[src/rtl/fetch_stage_pkg.sv]
// Shared definitions for the 16-bit core front end:
// opcodes, branch conditions, fetch state and flag layout.
package fetch_stage_pkg;

   localparam logic [3:0] OP_HLT = 4'hF;
   localparam logic [3:0] OP_B   = 4'hC;
   localparam logic [3:0] OP_BR  = 4'hD;

   localparam int FLAG_N = 2;
   localparam int FLAG_Z = 1;
   localparam int FLAG_V = 0;

   typedef enum logic [2:0] {
      CC_NE = 3'd0,
      CC_EQ = 3'd1,
      CC_GT = 3'd2,
      CC_LT = 3'd3,
      CC_GE = 3'd4,
      CC_LE = 3'd5,
      CC_OV = 3'd6,
      CC_UN = 3'd7
   } ccc_t;

   typedef enum logic {
      ST_RUN    = 1'b0,
      ST_HALTED = 1'b1
   } state_t;

   typedef struct packed {
      logic [15:0] instr;
      logic [15:0] pc_plus2;
      logic        valid;
   } if_id_t;

   // Word offset of a B instruction turned into a byte offset.
   function automatic logic [15:0] b_offset(logic [8:0] imm);
      return {{6{imm[8]}}, imm, 1'b0};
   endfunction

endpackage

[src/rtl/fetch_stage_if.sv]
// Bundle between fetch, instruction memory and decode:
// imem bus, branch resolution inputs and the IF/ID register.
interface fetch_stage_if;

   logic [15:0] imem_addr;
   logic [15:0] imem_data;
   logic        stall;
   logic        br_valid;
   logic        br_is_reg;
   logic [2:0]  br_cond;
   logic [8:0]  br_imm;
   logic [15:0] br_reg;
   logic [2:0]  flags;
   logic [15:0] if_id_instr;
   logic [15:0] if_id_pc_plus2;
   logic        if_id_valid;
   logic        halted;

   modport master (
      output imem_addr, if_id_instr, if_id_pc_plus2,
      output if_id_valid, halted,
      input  imem_data, stall, br_valid, br_is_reg,
      input  br_cond, br_imm, br_reg, flags
   );

   modport slave (
      input  imem_addr, if_id_instr, if_id_pc_plus2,
      input  if_id_valid, halted,
      output imem_data, stall, br_valid, br_is_reg,
      output br_cond, br_imm, br_reg, flags
   );

endinterface

[src/rtl/fetch_stage_cond_eval.sv]
// Branch condition evaluator: ccc field against the
// {N, Z, V} flag register output.
module cond_eval
   import fetch_stage_pkg::*;
(
   input  logic [2:0] br_cond,
   input  logic [2:0] flags,
   output logic       cond_true
);

   logic n;
   logic z;
   logic v;

   assign n = flags[FLAG_N];
   assign z = flags[FLAG_Z];
   assign v = flags[FLAG_V];

   // Decode the condition field into a single truth bit.
   always_comb begin
      cond_true = 1'b0;
      unique case (ccc_t'(br_cond))
         CC_NE: cond_true = !z;
         CC_EQ: cond_true = z;
         CC_GT: cond_true = !z && !n;
         CC_LT: cond_true = n;
         CC_GE: cond_true = z || (!z && !n);
         CC_LE: cond_true = n || z;
         CC_OV: cond_true = v;
         CC_UN: cond_true = 1'b1;
      endcase
   end

endmodule

[src/rtl/fetch_stage_en_dff.sv]
// Enabled D flip-flop bank with synchronous active-high
// reset; the building block for PC and IF/ID state.
module fetch_stage_en_dff #(
   parameter int           W       = 1,
   parameter logic [W-1:0] RST_VAL = '0
) (
   input  logic         clk,
   input  logic         rst,
   input  logic         en,
   input  logic [W-1:0] d,
   output logic [W-1:0] q
);

   // Load on enable, reset wins.
   always_ff @(posedge clk) begin
      if (rst)     q <= RST_VAL;
      else if (en) q <= d;
   end

endmodule

[src/rtl/fetch_stage.sv]
// Instruction fetch front end: PC, IF/ID register,
// B/BR redirect resolution and HLT freeze.
module fetch_stage
   import fetch_stage_pkg::*;
#(
   parameter logic [15:0] RESET_PC = 16'h0000
) (
   input  logic          clk,
   input  logic          rst,
   fetch_stage_if.master bus
);

   state_t      state_q;
   state_t      state_d;
   logic        run;

   logic [15:0] pc_q;
   logic [15:0] pc_d;
   logic        pc_en;
   logic [15:0] pc_plus2;
   logic [15:0] b_target;
   logic [15:0] target;

   logic        cond_true;
   logic        taken;
   logic        is_hlt;

   if_id_t      ifid_q;
   logic        fields_en;
   logic        valid_en;
   logic        valid_d;

   cond_eval u_cond (
      .br_cond   (bus.br_cond),
      .flags     (bus.flags),
      .cond_true (cond_true)
   );

   assign pc_plus2 = pc_q + 16'd2;
   assign b_target = ifid_q.pc_plus2 + b_offset(bus.br_imm);
   assign target   = bus.br_is_reg ? bus.br_reg : b_target;
   assign is_hlt   = bus.imem_data[15:12] == OP_HLT;

   // Branches are ignored once halted and wait out a stall.
   assign taken = bus.br_valid & cond_true & ~bus.stall & run;

   // A HLT in IF parks the PC unless a branch squashes it.
   assign pc_en = ~bus.stall & (taken | (run & ~is_hlt));
   assign pc_d  = taken ? target : pc_plus2;

   // Bubbles keep the last live word; only valid drops.
   assign valid_en  = ~bus.stall;
   assign valid_d   = run & ~taken;
   assign fields_en = ~bus.stall & run & ~taken;

   // State register.
   always_ff @(posedge clk) begin
      if (rst) state_q <= ST_RUN;
      else     state_q <= state_d;
   end

   // Next state: enter HALTED when a HLT is latched.
   always_comb begin
      state_d = state_q;
      if (state_q == ST_RUN && !bus.stall && !taken && is_hlt)
         state_d = ST_HALTED;
   end

   // State decode; halted is the flop bit itself.
   always_comb begin
      run        = state_q == ST_RUN;
      bus.halted = state_q == ST_HALTED;
   end

   fetch_stage_en_dff #(.W(16), .RST_VAL(RESET_PC)) u_pc (
      .clk (clk),
      .rst (rst),
      .en  (pc_en),
      .d   (pc_d),
      .q   (pc_q)
   );

   fetch_stage_en_dff #(.W(16), .RST_VAL(16'h0000)) u_instr (
      .clk (clk),
      .rst (rst),
      .en  (fields_en),
      .d   (bus.imem_data),
      .q   (ifid_q.instr)
   );

   fetch_stage_en_dff #(.W(16), .RST_VAL(16'h0000)) u_pcp2 (
      .clk (clk),
      .rst (rst),
      .en  (fields_en),
      .d   (pc_plus2),
      .q   (ifid_q.pc_plus2)
   );

   fetch_stage_en_dff #(.W(1), .RST_VAL(1'b0)) u_valid (
      .clk (clk),
      .rst (rst),
      .en  (valid_en),
      .d   (valid_d),
      .q   (ifid_q.valid)
   );

   assign bus.imem_addr      = pc_q;
   assign bus.if_id_instr    = ifid_q.instr;
   assign bus.if_id_pc_plus2 = ifid_q.pc_plus2;
   assign bus.if_id_valid    = ifid_q.valid;

endmodule

[src/flat_wrapper.sv]
// flat-port wrapper written by rule: the top's interface ports become plain ports
module fetch_stage_flat import fetch_stage_pkg::*;
#(
   parameter logic [15:0] RESET_PC = 16'h0000
)
  (clk, rst, bus_imem_addr, bus_if_id_instr, bus_if_id_pc_plus2, bus_if_id_valid, bus_halted, bus_imem_data, bus_stall, bus_br_valid, bus_br_is_reg, bus_br_cond, bus_br_imm, bus_br_reg, bus_flags);
  fetch_stage_if bus_i ();
  input  logic clk;
  input  logic rst;
  output wire logic [$bits(bus_i.imem_addr)-1:0] bus_imem_addr;
  output wire logic [$bits(bus_i.if_id_instr)-1:0] bus_if_id_instr;
  output wire logic [$bits(bus_i.if_id_pc_plus2)-1:0] bus_if_id_pc_plus2;
  output wire logic [$bits(bus_i.if_id_valid)-1:0] bus_if_id_valid;
  output wire logic [$bits(bus_i.halted)-1:0] bus_halted;
  input wire logic [$bits(bus_i.imem_data)-1:0] bus_imem_data;
  input wire logic [$bits(bus_i.stall)-1:0] bus_stall;
  input wire logic [$bits(bus_i.br_valid)-1:0] bus_br_valid;
  input wire logic [$bits(bus_i.br_is_reg)-1:0] bus_br_is_reg;
  input wire logic [$bits(bus_i.br_cond)-1:0] bus_br_cond;
  input wire logic [$bits(bus_i.br_imm)-1:0] bus_br_imm;
  input wire logic [$bits(bus_i.br_reg)-1:0] bus_br_reg;
  input wire logic [$bits(bus_i.flags)-1:0] bus_flags;
  assign bus_imem_addr = bus_i.imem_addr;
  assign bus_if_id_instr = bus_i.if_id_instr;
  assign bus_if_id_pc_plus2 = bus_i.if_id_pc_plus2;
  assign bus_if_id_valid = bus_i.if_id_valid;
  assign bus_halted = bus_i.halted;
  assign bus_i.imem_data = bus_imem_data;
  assign bus_i.stall = bus_stall;
  assign bus_i.br_valid = bus_br_valid;
  assign bus_i.br_is_reg = bus_br_is_reg;
  assign bus_i.br_cond = bus_br_cond;
  assign bus_i.br_imm = bus_br_imm;
  assign bus_i.br_reg = bus_br_reg;
  assign bus_i.flags = bus_flags;
  fetch_stage #(.RESET_PC(RESET_PC)) u_core (.clk(clk), .rst(rst), .bus(bus_i));
endmodule
[config.mk]
export PLATFORM = sky130hd
export DESIGN_NAME = fetch_stage_flat
export DESIGN_NICKNAME = d
export VERILOG_FILES = /design/src/rtl/fetch_stage_pkg.sv /design/src/rtl/fetch_stage_if.sv /design/src/rtl/fetch_stage_cond_eval.sv /design/src/rtl/fetch_stage_en_dff.sv /design/src/rtl/fetch_stage.sv /design/src/flat_wrapper.sv
export SDC_FILE = /design/constraint.sdc
export NUM_CORES = 1
export LEC_CHECK = 0
export ABC_CLOCK_PERIOD_IN_PS = 3900
export BUFFER_PORTS_ARGS = -buffer_cell sky130_fd_sc_hd__buf_2
export CAP_MARGIN = 20
export CORE_MARGIN = 10
export CORE_UTILIZATION = 56
export DETAILED_ROUTE_END_ITERATION = 16
export PLACE_DENSITY_LB_ADDON = 0.2
export SYNTH_ARGS = -nofsm -noshare
export SYNTH_HDL_FRONTEND = slang
export SYNTH_SLANG_ARGS = --single-unit
[constraint.sdc]
create_clock -name clk -period 3.9 [get_ports clk]
set_input_delay 0.39 -clock clk [delete_from_list [all_inputs] [get_ports clk]]
set_output_delay 0.39 -clock clk [all_outputs]
set_load 0.01 [all_outputs]
* After elaboration in Yosys (flattened, before gate mapping)
Index checks and enable logic that the tools add are counted.
** Storage, ports and cells
- Register bits after elaboration :: 50
- Bits of input ports :: 52
- Output and inout bits :: 50
- Logic and storage cells :: 42
** Cells by class
- Add/subtract/negate cells :: 2
- Equality and inequality tests :: 8
- Mux-type cells :: 3
- Bitwise logic cells :: 13
- Reductions and logical operators :: 11
** Operators by type and width (count)
- two-way mux 16 bit :: 2
- adder 16 bit :: 1
- adder 16 x 2 -> 16 bit, second input constant :: 1
- == test 3 bit, second input constant :: 4
- AND 1 bit :: 8
- case mux 1 bit (8 select lines) :: 1
- == test 3 x 2 -> 1 bit, second input constant :: 2
- == test 4 bit, second input constant :: 1
- logical AND 1 bit :: 4
- zero test 1 bit :: 4
- inverter 1 bit :: 4
- == test 3 x 1 -> 1 bit, second input constant :: 1
- zero test 3 bit :: 1
- logical OR 1 bit :: 2
- OR 1 bit :: 1

* Logic depth before layout (Yosys ltp)
Gate-level depths: netlist of the first run.
- Depth in word-level cells :: 10
- Depth in mapped cells :: 9
- Depth with buffers taken out :: 9

* Cells and area by module
From an unflattened synthesis of the first run, not the netlist that was laid out.
** Second synthesis, totals
- Cells, all modules :: 367
- Area total of the unflattened synthesis :: 3244.4 um^2
** By module, submodules not included
- fetch_stage_en_dff at u_core.u_instr ... :: instances 3, cells an instance 52, area an instance 580.6 um^2, sequential area each 320.3 um^2
- fetch_stage :: instances 1, cells an instance 197, area an instance 1392.6 um^2, sequential area each 20.0 um^2
- cond_eval :: instances 1, cells an instance 11, area an instance 76.3 um^2, sequential area each 0.0 um^2
- fetch_stage_en_dff at u_core.u_valid :: instances 1, cells an instance 3, area an instance 33.8 um^2, sequential area each 20.0 um^2

* Least setup slack after synthesis of the first run
Ideal clock, no wire load.
- Kind :: flip-flop to flip-flop
- Start :: reg u_core.u_pcp2.q[1]
- End :: reg u_core.u_pc.q[13]
- Setup time :: 0.120 ns
- Arrival :: 2.092 ns
- Data required time :: 3.780 ns
- Setup slack :: 1.688 ns
- Cell stages (with the launch flop) :: 10
- Path buffers :: 0
- Period minus slack after synthesis :: 2.212 ns
- Cell sequence :: dfxtp_1 ha_1 inv_1 fa_1 nor2b_4 o2111ai_1 and4b_1 o311ai_1 a2bb2oi_1 o31a_1
** Between the ends
- Cells in the longest elaborated chain, start to end :: 3
** RTL lines
- from (decl) :: RTL line fetch_stage_en_dff.sv:11 : output logic [W-1:0] q
- from (signal assigned) :: RTL line fetch_stage_en_dff.sv:16 : if (rst) q <= RST_VAL;
- from (signal assigned) :: RTL line fetch_stage_en_dff.sv:17 : else if (en) q <= d;
- adder 16 bit :: RTL line fetch_stage.sv:40 : assign b_target = ifid_q.pc_plus2 + b_offset(bus.br_imm);
- two-way mux 16 bit :: RTL line fetch_stage.sv:41 : assign target = bus.br_is_reg ? bus.br_reg : b_target;
- two-way mux 16 bit :: RTL line fetch_stage.sv:49 : assign pc_d = taken ? target : pc_plus2;
- to (signal assigned) :: RTL line fetch_stage_en_dff.sv:16
- to (signal assigned) :: RTL line fetch_stage_en_dff.sv:17
- to (decl) :: RTL line fetch_stage_en_dff.sv:11
No other way between the ends.
A chain may end at the register's enable or synchronous reset.

* Worst setup path after layout of the first run
Same ends and word-level chain as after synthesis.

==> results of run 1 <==
where the power goes:
part	total [mW]	switching, mW	internal [mW]	leakage (nW)
logic	0.371	0.216	0.155	1.18
clock network	0.339	0.192	0.147	0.0514
registers	0.585	0.0374	0.547	0.411
cells by family after synthesis:
| logic type | after synthesis |
|---|---|
| flops | 50 |
| simple gates | 158 |
| fa+ha+maj | 16 |
| compound gates | 104 |
| buf+inv | 31 |
| xor+xnor | 32 |
| mux | 6 |
how the worst max path moves through the flow:
stage	cells after the start	endpoint	start	slack, ns
final	9	u_core.u_pc.q[13]	u_core.u_pcp2.q[1]	1.50
after global routing	9	u_core.u_pc.q[13]	u_core.u_pcp2.q[1]	1.38
after CTS	9	u_core.u_pc.q[13]	u_core.u_pcp2.q[1]	1.52
after detailed placement	10	u_core.u_pc.q[13]	bus_br_imm[0]	1.41
after global placement	10	u_core.u_pc.q[13]	bus_br_imm[0]	1.48
after floorplan	9	u_core.u_pc.q[13]	u_core.u_pcp2.q[1]	1.69
Yosys cell counts (5+ instances only):
library cell	n	area share, %
a31oi_1	5	0.96
a211oi_1	16	3.7
nand4_1	5	0.96
nor2_1	42	4.8
dfxtp_1	50	31
ha_1	15	5.8
clkbuf_1	9	1.0
o21ai_0	10	1.5
xor2_1	16	4.3
buf_4	6	1.4
a211oi_2	16	6.1
xnor2_1	16	4.3
nand3_1	9	1.4
a21oi_1	29	4.4
nor3_1	10	1.5
inv_1	10	1.2
mux2i_1	5	1.5
nand2_1	63	7.2
worst reg2reg max path, stage by stage, from the launching register on:
cell       delay, ns
dfxtp_1         0.36
ha_1            0.22
inv_1           0.07
fa_1            0.42
nor2b_4         0.15
o2111ai_1       0.21
and4b_1         0.27
o311ai_1        0.26
a2bb2oi_1       0.11
o31a_1          0.23
placed cells by master, fill, tap and decap left out, drive strengths merged, types with 3 or more instances in the layout:
master and n:
ha 15, mux2i 5, buf 103, a21oi 32, nor4 4, nand4 5, dfxtp 50, nor3 11
a31oi 5, inv 10, clkbuf 6, nand2 64, nand2b 3, nand3 10, a211oi 32, nor2b 4
xor2 16, a221oi 4, o21ai 14, nor2 43, xnor2 16
per-layer routing:
metal,GRT usage [%],vias up,share of wire (%)
met2,31.61,97,49
met3,4.825,12,6.8
li1,-,1600,-
met5,0,-,0
met4,5.811,0,1.5
met1,23.90,1482,43
state kept, by name (all words and copies together), names as in the netlist:
register	count
u_core.bus.halted	1
u_core.u_instr.q	16
u_core.u_pc.q	16
u_core.u_pcp2.q	16
u_core.u_valid.q	1
through the flow:
step	std cells	utilization, %	hold slack [ns]
floorplan	397	-	0.4544
global placement	551	67.30	0.4386
detailed placement	551	67.30	0.4430
CTS	559	69.09	0.2978
global route	559	69.09	0.2969
finish	559	69.09	0.2987
layout make-up:
class                      instances  area (um2)  area share (%)
clock inverter                     2       17.52          0.4548
multi-input combinational        316        2102           54.58
inverter                          10       37.54          0.9747
sequential                        50        1001           25.99
clock buffer                       6       82.58           2.144
tap                               72       90.09           2.339
timing repair buffer             103       520.5           13.52
==> summary.md, run 1 <==
| Metric | Value |
|---|---|
| Die Ht | `96.32 um` |
| Commonest register cell after synthesis | `dfxtp_1` |
| Clock Skews | `0.003207 ns` |
| CTS Sinks | `50` |
| Post-CTS Setup Bufs | `0` |
| Per-cell routed wire length | `16.36 um` |
| CTS tree | `done` |
| First-pass GRT wire length | `14,430 um` |
| Leak Pwr | `1.638 nW` |
| Crit Reg-Reg Startpoint | `u_core.u_pcp2.q[1]` |
| Class of the worst hold path | `in2reg` |
| Pre-antenna DRT Iters | `4` |
| Worst Path Max Fanout | `3` |
| Worst-path clk slew | `0.10 ns` |
| Core footprint | `5574 um2` |
| Bufs and invs on worst path | `1` |
| Critical path startpoint category | `register` |
| CP top delay family | `compound AO/OA/AOI/OAI gates` |
| RR Endpoint | `u_core.u_pc.q[13]` |
| R2R cell count | `9` |
| Seq/Total Area, Yosys | `30.69%` |
| Total Neg Setup Slack | `0 ns` |
| Dpl ws | `1.409 ns` |
| Die W | `96.32 um` |
| CP Capture Type | `register` |
| Total gr overflow | `0` |
| Tot GR Track Use | `19.12%` |
| CP Class | `reg2reg` |
| Final wirelength | `9146 um` |
| Max IR drop VDD | `0.1762 mV` |
| Max incr delay on CP | `0.42 ns` |
| Die area | `9278 um2` |
| Final worst setup slack | `1.502 ns` |
| RSZ-0062 raised after global routing | `no` |
| Worst Hold Depth | `3` |
| Cell Pwr Density | `336.1 nW/um2` |
| Yosys cell types | `60` |
| Yosys reg bits | `50` |
| Max Fclk | `417.1 MHz` |
| FFs w/ async S/R, synth | `0%` |
| Ys Warns | `0` |
| Worst slew pin tran | `0.9399 ns` |
| Synthesized area per cell | `8.216 um2` |
| Status | `finished, final reports clean` |
| Max Cap Violations | `0` |
| Cell Rows | `27` |
| Min Tclk post-route | `2.398 ns` |
| Mux cell area share after synthesis | `1.880%` |
| Crit path cell chain | `ha_1, inv_1, fa_1, nor2b_4, o2111ai_1, and4b_1, o311ai_1, a2bb2oi_1, o31a_1` |
| Hold path endpoint | `u_core.u_instr.q[4]` |
| Post-DP Area | `3751 um2` |
| CTS buffer count | `5` |
| CTS resizes | `0` |
| Final Power | `1.295 mW` |
| Post-synth EDFFs | `0` |
| Simple-gate share of the synthesized area | `22.78%` |
| Slowest-stage cell, CP | `fa_1` |
| Fill cells | `486` |
| Clock root cell | `clkbuf_8` |
| DP HPWL | `7071 um` |
| Layout Area Growth over Synthesis | `18.07%` |
| Final setup vio count | `0` |
| Period Utilization, post-route | `61.48%` |
| Post-Syn Area | `3262 um2` |
| Fin. Hold Viols | `0` |
| Share of cells above drive strength 1 | `29.36%` |
| Largest family of logic cells by synthesized area | `compound AO/OA/AOI/OAI gates` |
| Largest net degree at the start of global routing | `48` |
| H-Tree Depth | `2` |
| Nets | `554` |
| Antenna violations before repair | `0` |
| Routability Congestion | `0.8871` |
| I/O Pins | `102` |
| Final instance area | `3851 um2` |
| Synthesized Nets | `465` |
| Min-delay src | `bus_imem_data[4]` |
| Area fraction in compound gates after synthesis | `24.63%` |
| Post-route antenna net violation count | `0` |
| Detailed Route Iter0 Violations | `151` |
| Adder-cell share of the synthesized area | `6.367%` |
| Vias | `3,191` |
| Cts hold-fix bufs | `0` |
| Register-to-register setup slack | `1.50 ns` |
| Clk Latency, worst-skew pair | `0.32 ns` |
| Initial core utilization | `58.52%` |
| Gate Count Post-Synth | `397` |
| DRC errors left | `0` |
| Vias in the first global route | `3,019` |
| Slew Viols, Final | `0` |
| Port buffer count | `101` |
| Worst-case clock buffer depth | `2` |
| CP arrival | `2.61 ns` |
| Vias per inst | `5.708` |
| Max_slew headroom | `36.86%` |
| Critical Path RT | `4.11 ns` |
| Post-Synth XOR/XNOR Area | `8.592%` |
| Ant diodes | `0` |
(Power assumes the default switching activity.)
==> inputs of run 2 (changes only) <==
--- a/config.mk
+++ b/config.mk
@@ -5,11 +5,11 @@
 export SDC_FILE = /design/constraint.sdc
 export NUM_CORES = 1
 export LEC_CHECK = 0
-export ABC_CLOCK_PERIOD_IN_PS = 3900
+export ABC_CLOCK_PERIOD_IN_PS = 2000
 export BUFFER_PORTS_ARGS = -buffer_cell sky130_fd_sc_hd__buf_2
 export CAP_MARGIN = 20
 export CORE_MARGIN = 10
-export CORE_UTILIZATION = 56
+export CORE_UTILIZATION = 47
 export DETAILED_ROUTE_END_ITERATION = 16
 export PLACE_DENSITY_LB_ADDON = 0.2
 export SYNTH_ARGS = -nofsm -noshare
==> constraint.sdc (replaced) <==
create_clock -name clk -period 2 [get_ports clk]
set_input_delay 0.2 -clock clk [delete_from_list [all_inputs] [get_ports clk]]
set_output_delay 0.2 -clock clk [all_outputs]
set_load 0.01 [all_outputs]
==> summary.md, run 2 (same netlist as run 1, synthesis figures left out) <==
| Metric | Value |
|---|---|
| Status | `finished with violations` |
| Failing checks | `setup timing` |
| Die area | `10,670 um2 (+15%)` |
| CP top delay family | `compound AO/OA/AOI/OAI gates` |
| Cell Rows | `30 (+11%)` |
| Max_slew headroom | `68.16% (+31 points)` |
| Leak Pwr | `1.850 nW (+13%)` |
| DRC errors left | `0 (unchanged)` |
| Vias | `3,344 (+4.8%)` |
| Routability Congestion | `0.8982 (+1.3%)` |
| Die Ht | `103.3 um (+7.3%)` |
| Vias per inst | `5.500 (-3.7%)` |
| DP HPWL | `7896 um (+12%)` |
| Die W | `103.3 um (+7.3%)` |
| Worst-path clk slew | `0.11 ns (about the same)` |
| CTS tree | `done` |
| Min Tclk post-route | `2.097 ns (-0.3005 ns)` |
| H-Tree Depth | `2 (unchanged)` |
| Cell Pwr Density | `624.9 nW/um2 (+86%)` |
| Largest net degree at the start of global routing | `25 (-48%)` |
| Clock Skews | `0.01221 ns (+0.008999 ns)` |
| Worst-case clock buffer depth | `2 (unchanged)` |
| Per-cell routed wire length | `15.97 um (-2.4%)` |
| Fin. Hold Viols | `0 (unchanged)` |
| CP arrival | `2.31 ns (-0.30 ns)` |
| Layout Area Growth over Synthesis | `30.76%` |
| Worst Path Max Fanout | `3 (unchanged)` |
| Max incr delay on CP | `0.37 ns (-0.05 ns)` |
| Worst slew pin tran | `0.4733 ns (-0.4666 ns)` |
| RSZ-0062 raised after global routing | `yes` |
| Tot GR Track Use | `18.25% (-0.87 points)` |
| Fill cells | `624 (+28%)` |
| Core footprint | `6756 um2 (+21%)` |
| Bufs and invs on worst path | `1 (unchanged)` |
| CTS buffer count | `5 (unchanged)` |
| Slowest-stage cell, CP | `dfxtp_4` |
| Total gr overflow | `0 (unchanged)` |
| Period Utilization, post-route | `104.9% (+43 points)` |
| Post-route antenna net violation count | `0 (unchanged)` |
| Port buffer count | `101 (unchanged)` |
| Final wirelength | `9711 um (+6.2%)` |
| Critical path startpoint category | `register` |
| Final Power | `2.666 mW (+110%)` |
| Class of the worst hold path | `in2reg` |
| Final setup vio count | `4 (+4)` |
| Antenna violations before repair | `1 (+1)` |
| CTS Sinks | `50 (unchanged)` |
| First-pass GRT wire length | `15,860 um (+10%)` |
| Pre-antenna DRT Iters | `4 (unchanged)` |
| CP Capture Type | `register` |
| CP Class | `reg2reg` |
| Max Cap Violations | `0 (unchanged)` |
| Final worst setup slack | `-0.09717 ns (-1.599 ns)` |
| Max IR drop VDD | `0.3626 mV (+110%)` |
| Max Fclk | `476.8 MHz (+14%)` |
| Commonest non-fill, non-tap cell in the layout | `buf_2` |
| Top flop regs | `u_core.u_instr.q (16), u_core.u_pc.q (16), u_core.u_pcp2.q (16)` |
| Detailed Route Iter0 Violations | `171 (+13%)` |
| Crit path cell chain | `ha_4, inv_2, fa_2, nor2b_4, o2111ai_2, and4b_1, o311ai_1, a2bb2oi_1, o31a_1` |
| Clock root cell | `clkbuf_8` |
| Clk Latency, worst-skew pair | `0.31 ns (about the same)` |
| Most frequent cells in the layout | `buf_2 (101), nand2_1 (63), dfxtp_1 (48)` |
| I/O Pins | `102 (unchanged)` |
| Dpl ws | `-0.1056 ns (-1.515 ns)` |
| Vias in the first global route | `3,369 (+12%)` |
| Initial core utilization | `48.28% (-10 points)` |
| Nets | `594 (+7.2%)` |
| Slew Viols, Final | `0 (unchanged)` |
| Critical Path RT | `2.21 ns (-1.90 ns)` |
| Cts hold-fix bufs | `0 (unchanged)` |
| Share of cells above drive strength 1 | `37.38% (+8.0 points)` |
| Smallest hold slack | `0.1120 ns (-0.1867 ns)` |
[run 2: cell count changes in the layout (fill, tap and decap cells not counted), moves of 2 or more]
| cell | delta |
|---|---|
| a211oi_1 | -3 |
| a211oi_2 | +2 |
| buf_12 | +2 |
| buf_4 | +38 |
| dfxtp_1 | -2 |
| ha_1 | -2 |
| ha_4 | +2 |
[run 2: final timing paths]
check / start / endpoint / slack (ns) / cells past startpoint
worst max register to register: u_core.u_pcp2.q[1] / u_core.u_pc.q[13] / -0.1 / 9
worst min-delay path: bus_imem_data[11] / u_core.u_instr.q[11] / 0.11 / 3
worst min register to register: u_core.u_valid.q / u_core.u_valid.q / 0.46 / 2
worst max-delay path: u_core.u_pcp2.q[1] / u_core.u_pc.q[13] / -0.1 / 9
[run 2: power breakdown]
part	leakage, nW	total (mW)	internal, mW	switching (mW)
sequential	0.412	1.13	1.07	0.0637
combinational	1.39	0.879	0.409	0.470
clock	0.0502	0.655	0.260	0.394
[run 2: final cells by class]
cell class                 count  area (um2)  share of cell area, %
tap                           80       100.1                  2.347
timing repair buffer         143       845.8                  19.83
multi-input combinational    316        2176                  51.01
clock buffer                   5       68.82                  1.613
antenna                        1       2.502                0.05867
clock inverter                 3       28.78                 0.6747
sequential                    50        1006                  23.58
inverter                      10       37.54                 0.8800
[run 2: tightest hold or removal path: stages]
cell     delay, ns
buf_2         0.09
nand2_1       0.04
a21oi_1       0.05
[run 2: metrics by stage]
step / std cells / cell area [um2] / TNS [ns] / utilization (%)
global route: 607 / 4263 / -0.9022 / 63.09
global placement: 599 / 4125 / -0.1248 / 61.06
floorplan: 397 / 3301 / -0.0005804 / -
detailed placement: 599 / 4125 / -0.3374 / 61.06
CTS: 607 / 4239 / -0.2799 / 62.74
finish: 608 / 4265 / -0.1556 / 63.13
[run 2: timing repair]
action                                  CTS  global route
endpoints found under the setup margin    6             8
resized for setup                         4             5
pin swaps                                 3             2
buffers inserted                          0             0
[run 2: metal layers]
| layer | GRT usage (%) | wire length (um) | vias to the layer above | share of wire (%) |
|---|---|---|---|---|
| met5 | 0 | 0 | - | 0 |
| li1 | - | - | 1679 | - |
| met2 | 31.30 | 4749 | 77 | 49 |
| met3 | 4.983 | 634 | 7 | 6.5 |
| met4 | 2.995 | 80 | 0 | 0.82 |
| met1 | 22.58 | 4246 | 1581 | 44 |
==> inputs of run 3 (changes only) <==
--- a/config.mk
+++ b/config.mk
@@ -11,6 +11,7 @@
 export CORE_MARGIN = 10
 export CORE_UTILIZATION = 47
 export DETAILED_ROUTE_END_ITERATION = 16
+export GPL_TIMING_DRIVEN = 0
 export PLACE_DENSITY_LB_ADDON = 0.2
 export SYNTH_ARGS = -nofsm -noshare
 export SYNTH_HDL_FRONTEND = slang
==> summary.md, run 3 (same netlist as run 1, synthesis figures left out) <==
| Metric | Value |
|---|---|
| Cell Rows | `30 (unchanged)` |
| First-pass GRT wire length | `16,060 um (+1.3%)` |
| CTS Sinks | `50 (unchanged)` |
| CP arrival | `2.30 ns (about the same)` |
| Cell Pwr Density | `652.7 nW/um2 (+4.4%)` |
| Top flop regs | `u_core.u_instr.q (16), u_core.u_pc.q (16), u_core.u_pcp2.q (16)` |
| Min Tclk post-route | `2.127 ns (+0.02971 ns)` |
| Die area | `10,670 um2 (unchanged)` |
| Clock Skews | `0.01035 ns (-0.001853 ns)` |
| Worst-case clock buffer depth | `2 (unchanged)` |
| Class of the worst hold path | `in2reg` |
| Final wirelength | `10,160 um (+4.6%)` |
| Fill cells | `610 (-2.2%)` |
| Post-route antenna net violation count | `0 (unchanged)` |
| Die W | `103.3 um (unchanged)` |
| Slew Viols, Final | `0 (unchanged)` |
| Max IR drop VDD | `0.3771 mV (+4.0%)` |
| Clock root cell | `clkbuf_8` |
| Die Ht | `103.3 um (unchanged)` |
| Worst slew pin tran | `0.7869 ns (+0.3136 ns)` |
| Per-cell routed wire length | `17.16 um (+7.4%)` |
| Total gr overflow | `0 (unchanged)` |
| Most frequent cells in the layout | `buf_2 (103), nand2_1 (63), dfxtp_1 (47)` |
| Cts hold-fix bufs | `0 (unchanged)` |
| Core footprint | `6756 um2 (unchanged)` |
| Worst Path Max Fanout | `5 (+2)` |
| Status | `finished with violations` |
| Commonest non-fill, non-tap cell in the layout | `buf_2` |
| Fin. Hold Viols | `0 (unchanged)` |
| Period Utilization, post-route | `106.3% (+1.5 points)` |
| CTS buffer count | `5 (unchanged)` |
| Final setup vio count | `5 (+1)` |
| Largest net degree at the start of global routing | `17 (-32%)` |
| Max Cap Violations | `0 (unchanged)` |
| Ant diodes | `0 (-1)` |
| Critical Path RT | `2.18 ns (-0.03 ns)` |
| CP Class | `reg2reg` |
| Clk Latency, worst-skew pair | `0.31 ns (about the same)` |
| Share of cells above drive strength 1 | `37.30% (-0.077 points)` |
| I/O Pins | `102 (unchanged)` |
| H-Tree Depth | `2 (unchanged)` |
| Max_slew headroom | `47.54% (-21 points)` |
| Critical path startpoint category | `register` |
| Failing checks | `setup timing` |
| Final instance area | `4270 um2 (+0.12%)` |
| Layout Area Growth over Synthesis | `30.92%` |
| CP Capture Type | `register` |
| Finished Layout Cells | `592 (-2.6%)` |
| Port buffer count | `100 (-0.99%)` |
| Vias in the first global route | `3,382 (+0.39%)` |
| Dpl ws | `-0.3202 ns (-0.2145 ns)` |
| Pre-antenna DRT Iters | `4 (unchanged)` |
| Initial core utilization | `48.28% (unchanged)` |
| Nets | `579 (-2.5%)` |
| Tot GR Track Use | `18.64% (+0.40 points)` |
| Final worst setup slack | `-0.1269 ns (-0.02971 ns)` |
| Final Power | `2.787 mW (+4.6%)` |
| Vias | `3,351 (+0.21%)` |
| Worst-path clk slew | `0.10 ns (about the same)` |
| Antenna violations before repair | `0 (-1)` |
| Dpl cells | `577 (-3.7%)` |
| Max Fclk | `470.2 MHz (-1.4%)` |
| DP HPWL | `7918 um (+0.28%)` |
| Detailed Route Iter0 Violations | `173 (+1.2%)` |
| Routability Congestion | `0.8646 (-3.7%)` |
| CTS tree | `done` |
| Leak Pwr | `1.768 nW (-4.4%)` |
| Vias per inst | `5.660 (+2.9%)` |
| DRC errors left | `0 (unchanged)` |
| RSZ-0062 raised after global routing | `yes` |
| Post-DP Area | `3901 um2 (-5.4%)` |
run 3: changes by cell type in the layout (fill, tap and decap cells not counted), moves of 3 or more:
cell	change
clkbuf_1	+9
ha_1	-5
nor3_2	+3
buf_4	-28
ha_4	+4
buf_6	+4
run 3: final cells by class:
| cell class | count | area, um2 | share of cell area [%] |
|---|---|---|---|
| clock buffers | 6 | 82.58 | 1.934 |
| multi-input cells | 316 | 2317 | 54.26 |
| clock inverters | 2 | 38.79 | 0.9083 |
| well taps | 80 | 100.1 | 2.344 |
| flip-flops and latches | 50 | 1010 | 23.64 |
| plain buffers | 21 | 127.6 | 2.989 |
| repair buffers | 107 | 556.8 | 13.04 |
| inverters | 10 | 37.54 | 0.8790 |
run 3: metal layers:
metal | track usage, % | part of all wire [%] | up-vias | wire, um
met3 | 5.050 | 6.8 | 18 | 693
met1 | 21.98 | 43 | 1584 | 4318
met5 | 0 | 0 | - | 0
met4 | 5.348 | 1.4 | 0 | 139
met2 | 32.33 | 49 | 105 | 5006
li1 | - | - | 1644 | -
run 3: timing repair:
item,CTS,global route
gates resized for setup,17,21
endpoints found under the hold margin,0,0
gates cloned,0,0
setup endpoints to repair,9,10
setup buffers,5,2
pin swaps,10,12
run 3: worst paths after layout:
kind                    endpoint                start  cells after the start  slack (ns)
max            u_core.u_pc.q[11]   u_core.u_pcp2.q[5]                      7       -0.13
min          u_core.u_instr.q[5]     bus_imem_data[5]                      3        0.12
max reg2reg    u_core.u_pc.q[11]   u_core.u_pcp2.q[5]                      7       -0.13
min reg2reg  u_core.u_instr.q[3]  u_core.u_instr.q[3]                      2        0.46
run 3: critical path, stage by stage, from the launching register on:
cell and delay [ns]:
dfxtp_1 0.38, ha_2 0.34, a21o_1 0.20, nand2_1 0.17, nand3_1 0.18, a211oi_2 0.33, mux2i_2 0.31, a221oi_2 0.09
run 3: power by group:
part	switching (mW)	internal, mW
Sequential	0.0767	1.07
Clock	0.360	0.412
Combinational	0.485	0.386
Total	0.921	1.87
run 3: per-stage QoR:
step | TNS [ns] | utilization, % | hold slack [ns]
global placement | -1.301 | 57.74 | 0.4394
global route | -1.163 | 63.20 | 0.1199
finish | -0.5484 | 63.20 | 0.1168
floorplan | -0.0005804 | - | 0.3360
CTS | -0.8036 | 61.39 | 0.1095
detailed placement | -1.556 | 57.74 | 0.4446
